<file path="src/rtl/arb_pkg.sv">
// Shared types and constants for the round-robin bus arbiter slice.
package arb_pkg;

  typedef enum logic [1:0] {IDLE, GRANT, RELEASE} arb_state_t;

  typedef logic [15:0] stat_cnt_t;

  localparam stat_cnt_t STAT_MAX = 16'hFFFF;

  // Index width that stays at least 1 bit when only one master exists
  function automatic int unsigned idx_w(input int unsigned n);
    return (n > 1) ? $clog2(n) : 1;
  endfunction

endpackage

</file>
<file path="src/rtl/bus_rr_arbiter_if.sv">
// Request/grant bundle between bus masters and the arbiter.
// Statistics signals are present only when BUS_ARB_STATS_EN is defined.
interface bus_rr_arbiter_if
  import arb_pkg::*;
#(
  parameter int unsigned NMASTERS = 2
);
  localparam int unsigned OW = idx_w(NMASTERS);

  logic [NMASTERS-1:0] m_req;
  logic [NMASTERS-1:0] m_gnt;
  logic [OW-1:0]       owner;
  logic                owner_vld;
  logic                preempt;
`ifdef BUS_ARB_STATS_EN
  logic [OW-1:0]       stat_sel;
  stat_cnt_t           stat_grants;
  stat_cnt_t           stat_preempts;

  modport master (output m_req, stat_sel,
                  input  m_gnt, owner, owner_vld, preempt, stat_grants, stat_preempts);
  modport slave  (input  m_req, stat_sel,
                  output m_gnt, owner, owner_vld, preempt, stat_grants, stat_preempts);
`else
  modport master (output m_req,
                  input  m_gnt, owner, owner_vld, preempt);
  modport slave  (input  m_req,
                  output m_gnt, owner, owner_vld, preempt);
`endif

endinterface

</file>
<file path="src/rtl/rr_pick.sv">
// Rotating priority encoder: first set req bit after index 'last', wrapping.
module rr_pick
  import arb_pkg::*;
#(
  parameter int unsigned N = 2,
  localparam int unsigned W = idx_w(N)
) (
  input  logic [N-1:0] req,
  input  logic [W-1:0] last,
  output logic [W-1:0] pick,
  output logic         any
);

  int unsigned idx;
  logic [W-1:0] k;

  always_comb begin
    pick = '0;
    any  = 1'b0;
    idx  = 0;
    k    = '0;
    for (int unsigned i = 1; i <= N; i++) begin
      idx = (32'(last) + i) % N;
      k   = W'(idx);
      if (!any && req[k]) begin
        pick = k;
        any  = 1'b1;
      end
    end
  end

endmodule

</file>
<file path="src/rtl/bus_rr_arbiter.sv">
// Round-robin bus arbiter with hold limit and one dead cycle between owners.
// Optional grant/preemption counters when BUS_ARB_STATS_EN is defined.
module bus_rr_arbiter
  import arb_pkg::*;
#(
  parameter int unsigned NMASTERS = 2,
  parameter int unsigned MAX_HOLD = 16
) (
  input  logic             clk,
  input  logic             reset,
  bus_rr_arbiter_if.slave  bus
);

  localparam int unsigned OW = idx_w(NMASTERS);
  localparam int unsigned HW = $clog2(MAX_HOLD + 1);
  localparam logic [HW-1:0] HOLD_MAX = HW'(MAX_HOLD);
  localparam logic [HW-1:0] HOLD_ONE = HW'(1);
  localparam logic [OW-1:0] LAST_RST = OW'(NMASTERS - 1);

  arb_state_t          state_q, state_n;
  logic [NMASTERS-1:0] gnt_q, gnt_n;
  logic [OW-1:0]       owner_q, owner_n;
  logic [OW-1:0]       last_q, last_n;
  logic [HW-1:0]       hold_q, hold_n;
  logic                vld_q, vld_n;
  logic                preempt_q, preempt_n;
  logic                grant_fire;
  logic [OW-1:0]       pick;
  logic                any_req;
  logic                others;

  rr_pick #(.N(NMASTERS)) u_pick (
    .req  (bus.m_req),
    .last (last_q),
    .pick (pick),
    .any  (any_req)
  );

  assign others = |(bus.m_req & ~gnt_q);

  always_ff @(posedge clk or negedge reset) begin
    if (!reset) begin
      state_q   <= IDLE;
      gnt_q     <= '0;
      owner_q   <= '0;
      last_q    <= LAST_RST;
      hold_q    <= '0;
      vld_q     <= 1'b0;
      preempt_q <= 1'b0;
    end else begin
      state_q   <= state_n;
      gnt_q     <= gnt_n;
      owner_q   <= owner_n;
      last_q    <= last_n;
      hold_q    <= hold_n;
      vld_q     <= vld_n;
      preempt_q <= preempt_n;
    end
  end

  always_comb begin
    state_n    = state_q;
    gnt_n      = gnt_q;
    owner_n    = owner_q;
    last_n     = last_q;
    hold_n     = hold_q;
    vld_n      = vld_q;
    preempt_n  = 1'b0;
    grant_fire = 1'b0;
    case (state_q)
      // RELEASE is the dead cycle; it arbitrates exactly like IDLE on its edge
      IDLE, RELEASE: begin
        gnt_n   = '0;
        vld_n   = 1'b0;
        state_n = IDLE;
        if (any_req) begin
          gnt_n[pick] = 1'b1;
          owner_n     = pick;
          last_n      = pick;
          hold_n      = HOLD_ONE;
          vld_n       = 1'b1;
          state_n     = GRANT;
          grant_fire  = 1'b1;
        end
      end
      GRANT: begin
        if (!bus.m_req[owner_q]) begin
          gnt_n   = '0;
          vld_n   = 1'b0;
          state_n = RELEASE;
        end else if (others && hold_q == HOLD_MAX) begin
          gnt_n     = '0;
          vld_n     = 1'b0;
          preempt_n = 1'b1;
          state_n   = RELEASE;
        end else if (hold_q != HOLD_MAX) begin
          hold_n = hold_q + 1'b1;
        end
      end
      default: state_n = IDLE;
    endcase
  end

  assign bus.m_gnt     = gnt_q;
  assign bus.owner     = owner_q;
  assign bus.owner_vld = vld_q;
  assign bus.preempt   = preempt_q;

`ifdef BUS_ARB_STATS_EN
  stat_cnt_t grant_cnt [NMASTERS];
  stat_cnt_t preempt_cnt;

  always_ff @(posedge clk or negedge reset) begin
    if (!reset) begin
      for (int unsigned i = 0; i < NMASTERS; i++) grant_cnt[i] <= '0;
      preempt_cnt <= '0;
    end else begin
      if (grant_fire && grant_cnt[pick] != STAT_MAX)
        grant_cnt[pick] <= grant_cnt[pick] + 1'b1;
      if (preempt_n && preempt_cnt != STAT_MAX)
        preempt_cnt <= preempt_cnt + 1'b1;
    end
  end

  assign bus.stat_grants   = (32'(bus.stat_sel) < NMASTERS) ? grant_cnt[bus.stat_sel] : '0;
  assign bus.stat_preempts = preempt_cnt;
`endif

endmodule

</file>
<file path="src/flat_wrapper.sv">
// flat-port wrapper written by rule: the top's interface ports become plain ports
module bus_rr_arbiter_flat import arb_pkg::*;
#(
  parameter int unsigned NMASTERS = 2,
  parameter int unsigned MAX_HOLD = 16
)
  (clk, reset, bus_m_req, bus_m_gnt, bus_owner, bus_owner_vld, bus_preempt);
  bus_rr_arbiter_if #(.NMASTERS(NMASTERS)) bus_i ();
  input  logic clk;
  input  logic reset;
  input wire logic [$bits(bus_i.m_req)-1:0] bus_m_req;
  output wire logic [$bits(bus_i.m_gnt)-1:0] bus_m_gnt;
  output wire logic [$bits(bus_i.owner)-1:0] bus_owner;
  output wire logic [$bits(bus_i.owner_vld)-1:0] bus_owner_vld;
  output wire logic [$bits(bus_i.preempt)-1:0] bus_preempt;
  assign bus_i.m_req = bus_m_req;
  assign bus_m_gnt = bus_i.m_gnt;
  assign bus_owner = bus_i.owner;
  assign bus_owner_vld = bus_i.owner_vld;
  assign bus_preempt = bus_i.preempt;
  bus_rr_arbiter #(.NMASTERS(NMASTERS), .MAX_HOLD(MAX_HOLD)) u_core (.clk(clk), .reset(reset), .bus(bus_i));
endmodule
</file>
<file path="config.mk">
export PLATFORM = sky130hd
export DESIGN_NAME = bus_rr_arbiter_flat
export DESIGN_NICKNAME = d
export VERILOG_FILES = /design/src/rtl/arb_pkg.sv /design/src/rtl/bus_rr_arbiter_if.sv /design/src/rtl/rr_pick.sv /design/src/rtl/bus_rr_arbiter.sv /design/src/flat_wrapper.sv
export SDC_FILE = /design/constraint.sdc
export NUM_CORES = 1
export LEC_CHECK = 0
export ABC_AREA = 1
export CAP_MARGIN = 10
export CORE_UTILIZATION = 50
export CTS_CLUSTER_SIZE = 8
export DETAILED_ROUTE_END_ITERATION = 12
export PLACE_DENSITY = 0.72
export SYNTH_ARGS = -nofsm -noshare
export SYNTH_HDL_FRONTEND = slang
export SYNTH_SLANG_ARGS = --single-unit
</file>
<file path="constraint.sdc">
create_clock -name clk -period 3.1 [get_ports clk]
set_input_delay 0.775 -clock clk [delete_from_list [all_inputs] [get_ports clk]]
set_output_delay 0.775 -clock clk [all_outputs]
set_load 0.1 [all_outputs]
</file>
* After elaboration in Yosys (flattened, before gate mapping)
Cells that the tools add are included.
Storage, ports and cells: bits of input ports 4, bits in registers 13
Cells by class: add/subtract/negate cells 3, bitwise logic cells 2, magnitude comparators 5, equality and inequality tests 9, multiplexer cells 32, reductions and logical operators 11
Operators with widths (count):
- $mux W5 | 4
- $mux W1 | 18
- $mux W2 | 5
- $pmux W5 S2 | 1
- $lt A1 B2 Y1 const B | 4
- $pmux W2 S2 | 2
- $ne A2 B1 Y1 const B | 3
- $add A5 B1 Y5 const B | 1
- $eq A5 B5 Y1 const B | 1
- $ne A5 B5 Y1 const B | 1
- $reduce_and A5 Y1 | 1
- $reduce_and A2 Y1 | 2
- $reduce_or A2 Y1 | 2
- $logic_and A1 B1 Y1 | 3
- $ne A3 B3 Y1 const B | 1
- $add A1 B1 Y1 const B | 2
- $and A2 B2 Y2 | 1
- $eq A2 B1 Y1 const B | 1
- $eq A2 B2 Y1 const B | 1
- $logic_not A2 Y1 | 1
- $ne A2 B2 Y1 const B | 1
- $not A2 Y2 | 1
- $pmux W1 S2 | 1
- $reduce_bool A2 Y1 | 1
- other kinds (3) | 3

* Logic depth before layout (Yosys ltp)
word-level depth 13, mapped depth 10, depth with buffers taken out 10

* By module
A second synthesis with hierarchy kept.
Second synthesis, totals: cell total of the unflattened synthesis 94, area total of the unflattened synthesis 706.9 µm²
By module, submodules not included:
- bus_rr_arbiter | cells an instance 91, sequential area each 326.6 µm², area each 691.9 µm², instances 1
- rr_pick | cells an instance 3, sequential area each 0.0 µm², area each 15.0 µm², instances 1

* Worst setup path before layout
OpenSTA, ideal clock, no wires.
path kind reg2out, from register u_core.owner_q, in the netlist u_core.bus.owner, to output port bus_owner, arrival time 1.012 ns, path slack 1.313 ns, cell stages (with the launch flop) 1, required time 2.325 ns, cell sequence dfrtp_1
RTL lines:
- start, declared | line bus_rr_arbiter.sv:22 | logic [OW-1:0] owner_q, owner_n;
- start signal, assigned | line bus_rr_arbiter.sv:53 | owner_q <= owner_n;
- end, declared | line flat_wrapper.sv:13 | output wire logic [$bits(bus_i.owner)-1:0] bus_owner;
No word-level cell between the ends.

* Final worst setup path
from register u_core.owner_q, in the netlist u_core.bus.owner, to output port bus_owner
No word-level cell between the ends.

==> impl_metrics.py <==
metrics = {
    "power": {
        "p_switching_w": 0.000570,
        "p_int_w": 0.000454,
        "max-vdd-ir-drop_mv": 0.918,
        "power_density_mw_per_mm2": 1140,
        "pwr-share-seq": 0.307,
        "p_sw_frac": 0.557,
        "clkPwrFrac": 0.105,
        "power_frac_comb": 0.588,
        "power_leakage_nw": 0.478,
    },
    "sta": {
        "hold_viol_final": 0,
        "relSlewSlack": 0.631,
        "period_needed_ns": 1.90,
        "setup_viol": 0,
        "clock_skew_ns": 0.00676,
        "drv_slew": 0,
        "max_freq_ghz": 0.526,
        "final.setup.worst_slack_ns": 1.20,
        "rsz0062_at_grt": "no",
        "fin_crit_sh": 0.613,
        "finalSetupTns_ns": 0,
        "timing.hold.ws_ns": 0.475,
        "worst_pin_slew_ns": 0.552,
    },
    "cells_and_area": {
        "stdcell_area_um2": 896,
        "final_common_cell": "nand2_1",
        "syn_to_final_growth_pct": 14.6,
        "nets": 117,
        "drive_above_1_share": 0.264,
        "instances_no_fill": 125,
        "multi_input_area_um2": 407,
        "n_fill_cell": 126,
        "layout.area.seq_um2": 327,
        "antenna_cells": 0,
        "final_cell_mix": "nand2_1, dfrtp_1, inv_1, nand2_2, nor2_1",
    },
    "worst_setup_path": {
        "cp.arrival_ns": 1.13,
        "critPathCaptureType": "primary output",
        "crit_fanout": 5,
        "critPathTopFamily": "flip-flops",
        "critPathMaxStageDelay_ns": 0.49,
        "startpoint_type": "flop",
        "cp_slowest_cell": "dfrtp_1",
        "critPathRequiredTime_ns": 2.32,
        "path_buf_inv": 1,
        "critical_path_class": "flop to primary output",
        "crit_chain": "buf_4",
    },
    "floorplanning": {
        "start_util": 0.566,
        "core_area_mm2": 0.00138,
        "row_count": 13,
        "die_y_um": 41.5,
        "die-area_mm2": 0.00173,
        "io_pins": 9,
        "die-width_um": 41.5,
    },
    "global_route": {
        "antenna_found_initial": 0,
        "grt_max_degree": 14,
        "grt_pass1_wl_um": 2550,
        "gr-total-overflow": 0,
        "grt_usage": 0.202,
        "grt_pass1_vias": 598,
    },
    "synthesis": {
        "netlist_top_cells_area": "dfrtp_1, nand2_1, nand2_2",
        "synthDistinctLibCells": 21,
        "synth_area_um2": 782,
        "syn_inst": 98,
        "synth_top_area_frac": 0.384,
        "ys_seq_area_frac": 0.418,
        "synth_warnings": 0,
        "ys_ff_latch": 13,
        "synth_area_per_cell_um2": 7.98,
        "syn_nets": 104,
        "synth_top_cell_by_area": "dfrtp_1",
    },
    "detailed_routing": {
        "vias_per_cell": 4.99,
        "vias": 624,
        "drc": 0,
        "drtAntennaViolNets": 0,
        "wl_um": 1450,
        "first_pass_iters": 4,
        "drtIter0Drc": 18,
        "wl_per_cell_um": 11.6,
    },
    "placement": {
        "routabilityCongestion": 0.797,
        "port_buffers": 8,
        "placed_cells": 121,
        "place_area_um2": 868,
        "post-place-ws_ns": 1.11,
        "hpwl_um": 1090,
    },
    "clocking": {
        "cts_root_buf": "clkbuf_4",
        "postCtsSetupBuffers": 0,
        "cts_buffers": 3,
        "cts_sinks": 13,
        "clock_latency_ns": 0.29,
        "clockBufferDepth": 2,
        "hold_buffers": 0,
        "htree_levels": 1,
        "cts.clk_slew.worst_paths_ns": 0.08,
        "tritoncts": "yes",
        "cts_resized": 0,
    },
    "job": {
        "maxCapViolations": 0,
    },
    "status": {
        "status": "finished, final reports clean",
    },
    "hold_path": {
        "hold_path_class": "flop to flop",
    },
}
-- per-layer routing --
metal	up-vias	track usage	routed length, µm
met2	9	0.294	617
li1	331	-	-
met5	-	0	0
met3	5	0.0391	40
met1	279	0.272	747
met4	0	0.135	47
-- final timing paths --
check	startpoint	to	slack, ns	cells past startpoint
worst max-delay path	u_core.bus.owner	bus_owner	1.20	1
worst min-delay path	u_core.last_q	u_core.last_q	0.48	2
worst max register to register	u_core.hold_q[0]	u_core.hold_q[4]	1.70	10
worst min register to register	u_core.last_q	u_core.last_q	0.48	2
max in group asynchronous	reset	u_core.hold_q[2]	1.89	1
min in group asynchronous	reset	u_core.bus.preempt	0.84	1
-- flip-flops by register name, indices dropped and copies added (netlist names) --
register and count:
u_core.hold_q 5, u_core.bus.owner 1, u_core.bus.preempt 1, u_core.bus.owner_vld 1, u_core.state_q 2, u_core.last_q 1, u_core.bus.m_gnt 2
-- cells in the mapped netlist, drive strengths merged --
cell type and number:
a21oi 1, dfrtp 12, dfstp 1, ha 2, inv 13, nand2 45, nand3 7, nand4 3
nor2 9, nor3b 1, o211ai 1, o21ai 2, or2 1
-- logic make-up after synthesis --
logic type,Yosys count,share of synthesized area
simple gates,66,0.437
buf+inv,13,0.0624
fa+ha+maj,2,0.0320
flops,13,0.418
compound gates,4,0.0512
-- power by group through the flow --
stage	Sequential, W	Clock (W)	Combinational [W]
floorplan	0.000490	0	0.000306
global placement	0.000316	0	0.000596
detailed placement	0.000318	0	0.000597
CTS	0.000314	0.000108	0.000606
global route	0.000324	0.000115	0.000650
finish	0.000314	0.000108	0.000602
-- metrics by stage --
step / utilization / total power (W)
5_1_grt: 0.648 / 0.00109
4_1_cts: 0.648 / 0.00103
6_report: 0.648 / 0.00102
2_1_floorplan: - / 0.000796
3_5_place_dp: 0.628 / 0.000915
3_3_place_gp: 0.628 / 0.000912
-- final cells by class --
| cell class | count | share of cell area |
|---|---|---|
| Clock buffer | 3 | 0.0251 |
| Clock inverter | 1 | 0.00559 |
| Inverter | 13 | 0.0545 |
| Multi-Input combinational cell | 72 | 0.454 |
| Sequential cell | 13 | 0.365 |
| Tap cell | 15 | 0.0209 |
| Timing Repair Buffer | 8 | 0.0754 |
Note: power is estimated with default switching activity, not from simulation.
==> variant 1, RTL diff (config.mk and constraints unchanged) <==
`NMASTERS` is set to 2 in 3 places; all go to 1.
--- a/src/rtl/bus_rr_arbiter_if.sv
+++ b/src/rtl/bus_rr_arbiter_if.sv
@@ -5,3 +5,3 @@
 #(
-  parameter int unsigned NMASTERS = 2
+  parameter int unsigned NMASTERS = 1
 );
--- a/src/rtl/bus_rr_arbiter.sv
+++ b/src/rtl/bus_rr_arbiter.sv
@@ -5,3 +5,3 @@
 #(
-  parameter int unsigned NMASTERS = 2,
+  parameter int unsigned NMASTERS = 1,
   parameter int unsigned MAX_HOLD = 16
--- a/src/flat_wrapper.sv
+++ b/src/flat_wrapper.sv
@@ -3,3 +3,3 @@
 #(
-  parameter int unsigned NMASTERS = 2,
+  parameter int unsigned NMASTERS = 1,
   parameter int unsigned MAX_HOLD = 16
Interface: changed (resized bus_m_gnt and bus_m_req); port bits go from 9 to 7. No check against the original RTL was run, so the function may have changed too.
==> variant 1 against the original RTL <==
Routed wire length shrank 31%; worst setup slack better by 0.15 ns; area after synthesis shrank 25%; register-to-register slack improved by 0.05 ns; core utilization is 0.41 points lower; final cell count down 23%; sequential cell count down 4; count of clock-buffer cells in the layout unchanged; final area fell by 28%.
Power is not compared: it rests on default switching activity, and its combinational part moved more than twofold at a synthesized area within 25%.
==> variant 1: results (changes against the original RTL) <==
outcome:
  status: "finished clean"  # unchanged
layout:
  reg_top3: "u_core.hold_q x5, u_core.state_q x2"
  nets: 89  # was 117
  drive_gt1_share_pct: 19.3  # was 26.4%
  antenna_cells: 0  # unchanged
clock_network:
  root_buffer: "clkbuf_4"  # unchanged
  clk_pin_slew_ns: 0.06  # was 0.08 ns
  clk_path_buf_depth: 2  # unchanged
  cts_resized: 0  # unchanged
  htreeDepth: 1  # unchanged
  cts_setup_buffers: 0  # unchanged
  clk_latency_ns: 0.27  # was 0.29 ns
  numCtsBuffers: 3  # unchanged
placed_design:
  finalWeightedCongestion: 0.784  # was 0.797
  dpl.cell_count: 92  # was 121
  post-dp-hpwl_um: 756  # was 1090 um
  io_buffers: 5  # was 8
yosys:
  synth.net_count: 82  # was 104
  ys_top_cells_by_count: "23 x nand2_1, 11 x inv_1, 9 x dfrtp_1"  # was 37 x nand2_1, 12 x dfrtp_1, 10 x inv_1
  yosysSeqAreaShare_pct: 38.4  # was 41.8%
  post_synth_num_cell_types: 20  # was 21
  ys_async_sr_fraction_pct: 100  # unchanged
  yosysTopAreaCell: "dfrtp_1"  # unchanged
  synth_cells: 77  # was 98
  yosysWarnings: 0  # unchanged
  synthTopCellsByArea: "dfrtp_1 38%, nand2_1 15%, inv_1 7.0%"  # was dfrtp_1 38%, nand2_1 18%, nand2_2 5.6%
detailed_routing:
  first_pass_iters: 4  # unchanged
  via_per_inst: 5.00  # was 4.99
  totalWireLength_um: 1010  # was 1450 um
  drt_iter0_drc: 12  # was 18
  wire_per_inst_um: 10.5  # was 11.6 um
power:
  switching_share_pct: 41.5
  ir_worst_vdd_v: 0.000357
  p_leak_uw: 0.000370
critical_path:
  critPathCapture: "bus_owner_vld"  # was bus_owner
  slowest_delay_ns: 0.40  # was 0.49 ns
  crit_start: "u_core.bus.owner_vld"  # was u_core.bus.owner
  critPathArrivalTime_ns: 0.97  # was 1.13 ns
  cp_slowest_cell: "dfrtp_1"  # unchanged
  rr_worst_depth: 10  # unchanged
  r2r-start: "u_core.hold_q[0]"  # unchanged
  cp.depth: 1  # unchanged
  crit_path_max_fanout: 4  # was 5
  cp_top_family: "flip-flops"  # unchanged
  rrSetupSlack_ns: 1.75  # was 1.70 ns
  reg2reg_to: "u_core.hold_q[4]"  # unchanged
grt:
  antenna_found_initial: 0  # unchanged
  grt_pass1_wl_um: 1770  # was 2550 um
  track_usage_pct: 19.9  # was 20.2%
  grt_start_max_net_pins: 10  # was 14
  first_global_vias: 433  # was 598
worst_hold_path:
  holdPathEnd: "u_core.hold_q[4]"  # was u_core.last_q
  hold_path_class: "register to register"  # unchanged
  whs_path_depth: 2  # unchanged
  min-delay-start: "u_core.hold_q[4]"  # was u_core.last_q
timing:
  setup_tns_ns: 0  # unchanged
  clock-skew-final_ns: 0.00550  # was 0.00676 ns
die:
  start_util_pct: 58.4  # was 56.6%
variant 1: cell count changes in the layout (fill, tap and decap cells not counted), sizes merged, moves of 2 or more:
cell,unedited run,this run
nand4,3,1
nand3,7,10
nand2,45,26
dfrtp,12,9
buf,5,3
variant 1: metal layers:
layer  part of all wire (%)  global-route usage [%]
met1                     46                    23.9
met2                     46                    29.9
met3                    5.7                    7.50
met4                    2.4                    11.5
met5                      0                       0
variant 1: logic make-up (layout without fill, tap and decap cells):
logic type / count (synthesis) / count (layout) / share of synthesized area [%]
AOI/OAI and AO/OA: 2 / 2 / 1.71
other: 1 / 1 / 0.639
buffers and inverters: 16 / 22 / 12.8
and+or+nand+nor: 46 / 46 / 40.7
xor gates and xnor gates: 1 / 1 / 1.49
adders and majority gates: 2 / 2 / 4.26
DFF: 9 / 9 / 38.4
variant 1: final cells by class:
| cell class | count | area (um^2) |
|---|---|---|
| Sequential cell | 9 | 225 |
| Multi-Input combinational cell | 52 | 287 |
| Fill cell | 87 | 358 |
| Clock buffer | 3 | 22.5 |
| Inverter | 13 | 48.8 |
| Clock inverter | 1 | 5.00 |
| Tap cell | 13 | 16.3 |
| Timing Repair Buffer | 5 | 42.5 |
variant 1: power by group through the flow:
stage                     sequential (uW)  clock, uW  combinational, uW
after global routing                  166       98.6                154
final                                 162       92.2                137
after global placement                164          0                134
after floorplan                       167          0                116
after CTS                             162       94.1                137
after detailed placement              164          0                136
variant 1: metrics by stage:
| step | hold WS (ns) | area (um^2) | setup WS, ns |
|---|---|---|---|
| final | 0.545 | 647 | 1.35 |
| after global routing | 0.592 | 647 | 1.24 |
| after CTS | 0.539 | 647 | 1.34 |
| after detailed placement | 0.519 | 619 | 1.08 |
| after global placement | 0.514 | 619 | 1.10 |
| after floorplan | 0.479 | 587 | 0.959 |
==> variant 2, RTL diff (same flow settings) <==
Made on the original files. `hold_q` no longer has a reset.
--- a/src/rtl/bus_rr_arbiter.sv
+++ b/src/rtl/bus_rr_arbiter.sv
@@ -46,3 +46,2 @@
       last_q    <= LAST_RST;
-      hold_q    <= '0;
       vld_q     <= 1'b0;
@@ -54,3 +53,2 @@
       last_q    <= last_n;
-      hold_q    <= hold_n;
       vld_q     <= vld_n;
@@ -58,2 +56,6 @@
     end
+  end
+
+  always_ff @(posedge clk) begin
+    hold_q <= hold_n;
   end
Function: same outputs for any inputs over 10 cycles, from zero or initial values and one cycle with reset low; that may be too few to reach the edited logic, so the function may still have changed.
==> variant 2 against the original RTL <==
Core utilization up 1.2 points; worst setup slack worse by 0.17 ns; area after synthesis down 17%; final area down 15%; global-route usage up 0.13 points; routed wire length down 23%; sequential cell count unchanged; largest cell class is now registers.
Power is not shown: default switching activity piles up to over one toggle a cycle in this logic, so the estimate is an artifact.
==> variant 2: results (changes against the original RTL) <==
outcome:
  status: "finished clean"  # unchanged
grt:
  first_global_vias: 452  # was 598
  grt_start_max_net_pins: 9  # was 14
  track_usage_pct: 20.3  # was 20.2%
  grt_pass1_wl_um: 1900  # was 2550 um
yosys:
  synth_xor_area_share_pct: 2.69  # was 0%
  synthAdderAreaFrac_pct: 3.84  # was 3.20%
  synthTopCellsByArea: "dfrtp_1 27%, edfxtp_1 23%, nand2_1 12%"  # was dfrtp_1 38%, nand2_1 18%, nand2_2 5.6%
  yosysSeqAreaShare_pct: 53.9  # was 41.8%
  avgSynthCellArea_um2: 8.69  # was 7.98 um^2
  post_synth_num_cell_types: 18  # was 21
  synth_edf_count: 5  # was 0
  synth-compound-area-share_pct: 3.84  # was 5.12%
  ys_async_sr_fraction_pct: 61.5  # was 100%
  synth.net_count: 81  # was 104
placed_design:
  post-dp-hpwl_um: 858  # was 1090 um
  dp_slack_ns: 0.736  # was 1.11 ns
  dpl.cell_count: 97  # was 121
detailed_routing:
  wire_per_inst_um: 11.1  # was 11.6 um
layout:
  clock_area_share_pct: 3.44  # was 3.07%
  area_growth_pct: 17.1  # was 14.6%
  nFillCells: 103  # was 126
  drive_gt1_share_pct: 23.0  # was 26.4%
  multi_input_gates: 49  # was 72
  multi_input_area_um2: 249  # was 407 um^2
  clock_buffers: 4  # was 3
die:
  tap_cells: 14  # was 15
timing:
  clock-skew-final_ns: 0.00821  # was 0.00676 ns
critical_path:
  critPathArrivalTime_ns: 2.01  # was 1.13 ns
  rrSetupSlack_ns: 1.54  # was 1.70 ns
  slowest_delay_ns: 0.54  # was 0.49 ns
  cp_top_family: "buffers and inverters"  # was flip-flops
## variant 2: cell count changes in the layout (fill, tap and decap cells not counted), sizes merged, moves of 3 or more
cell	change
nor2	+3
dfrtp	-5
edfxtp	+5
nand3	-3
nand2	-22
nand4	-3
## variant 2: layer usage
| layer | routed length (um) | global-route usage (%) |
|---|---|---|
| met1 | 582 | 29.1 |
| met2 | 450 | 26.7 |
| met3 | 49 | 5.23 |
| met4 | 36 | 13.4 |
| met5 | 0 | 0 |
## variant 2: path summary, 6_finish.rpt
check,from,to
max,bus_m_req[1],u_core.hold_q[1]
min,u_core.bus.owner_vld,u_core.bus.owner_vld
max reg2reg,u_core.hold_q[0],u_core.hold_q[1]
min reg2reg,u_core.bus.owner_vld,u_core.bus.owner_vld
max in group asynchronous,reset,u_core.last_q
min in group asynchronous,reset,u_core.bus.preempt
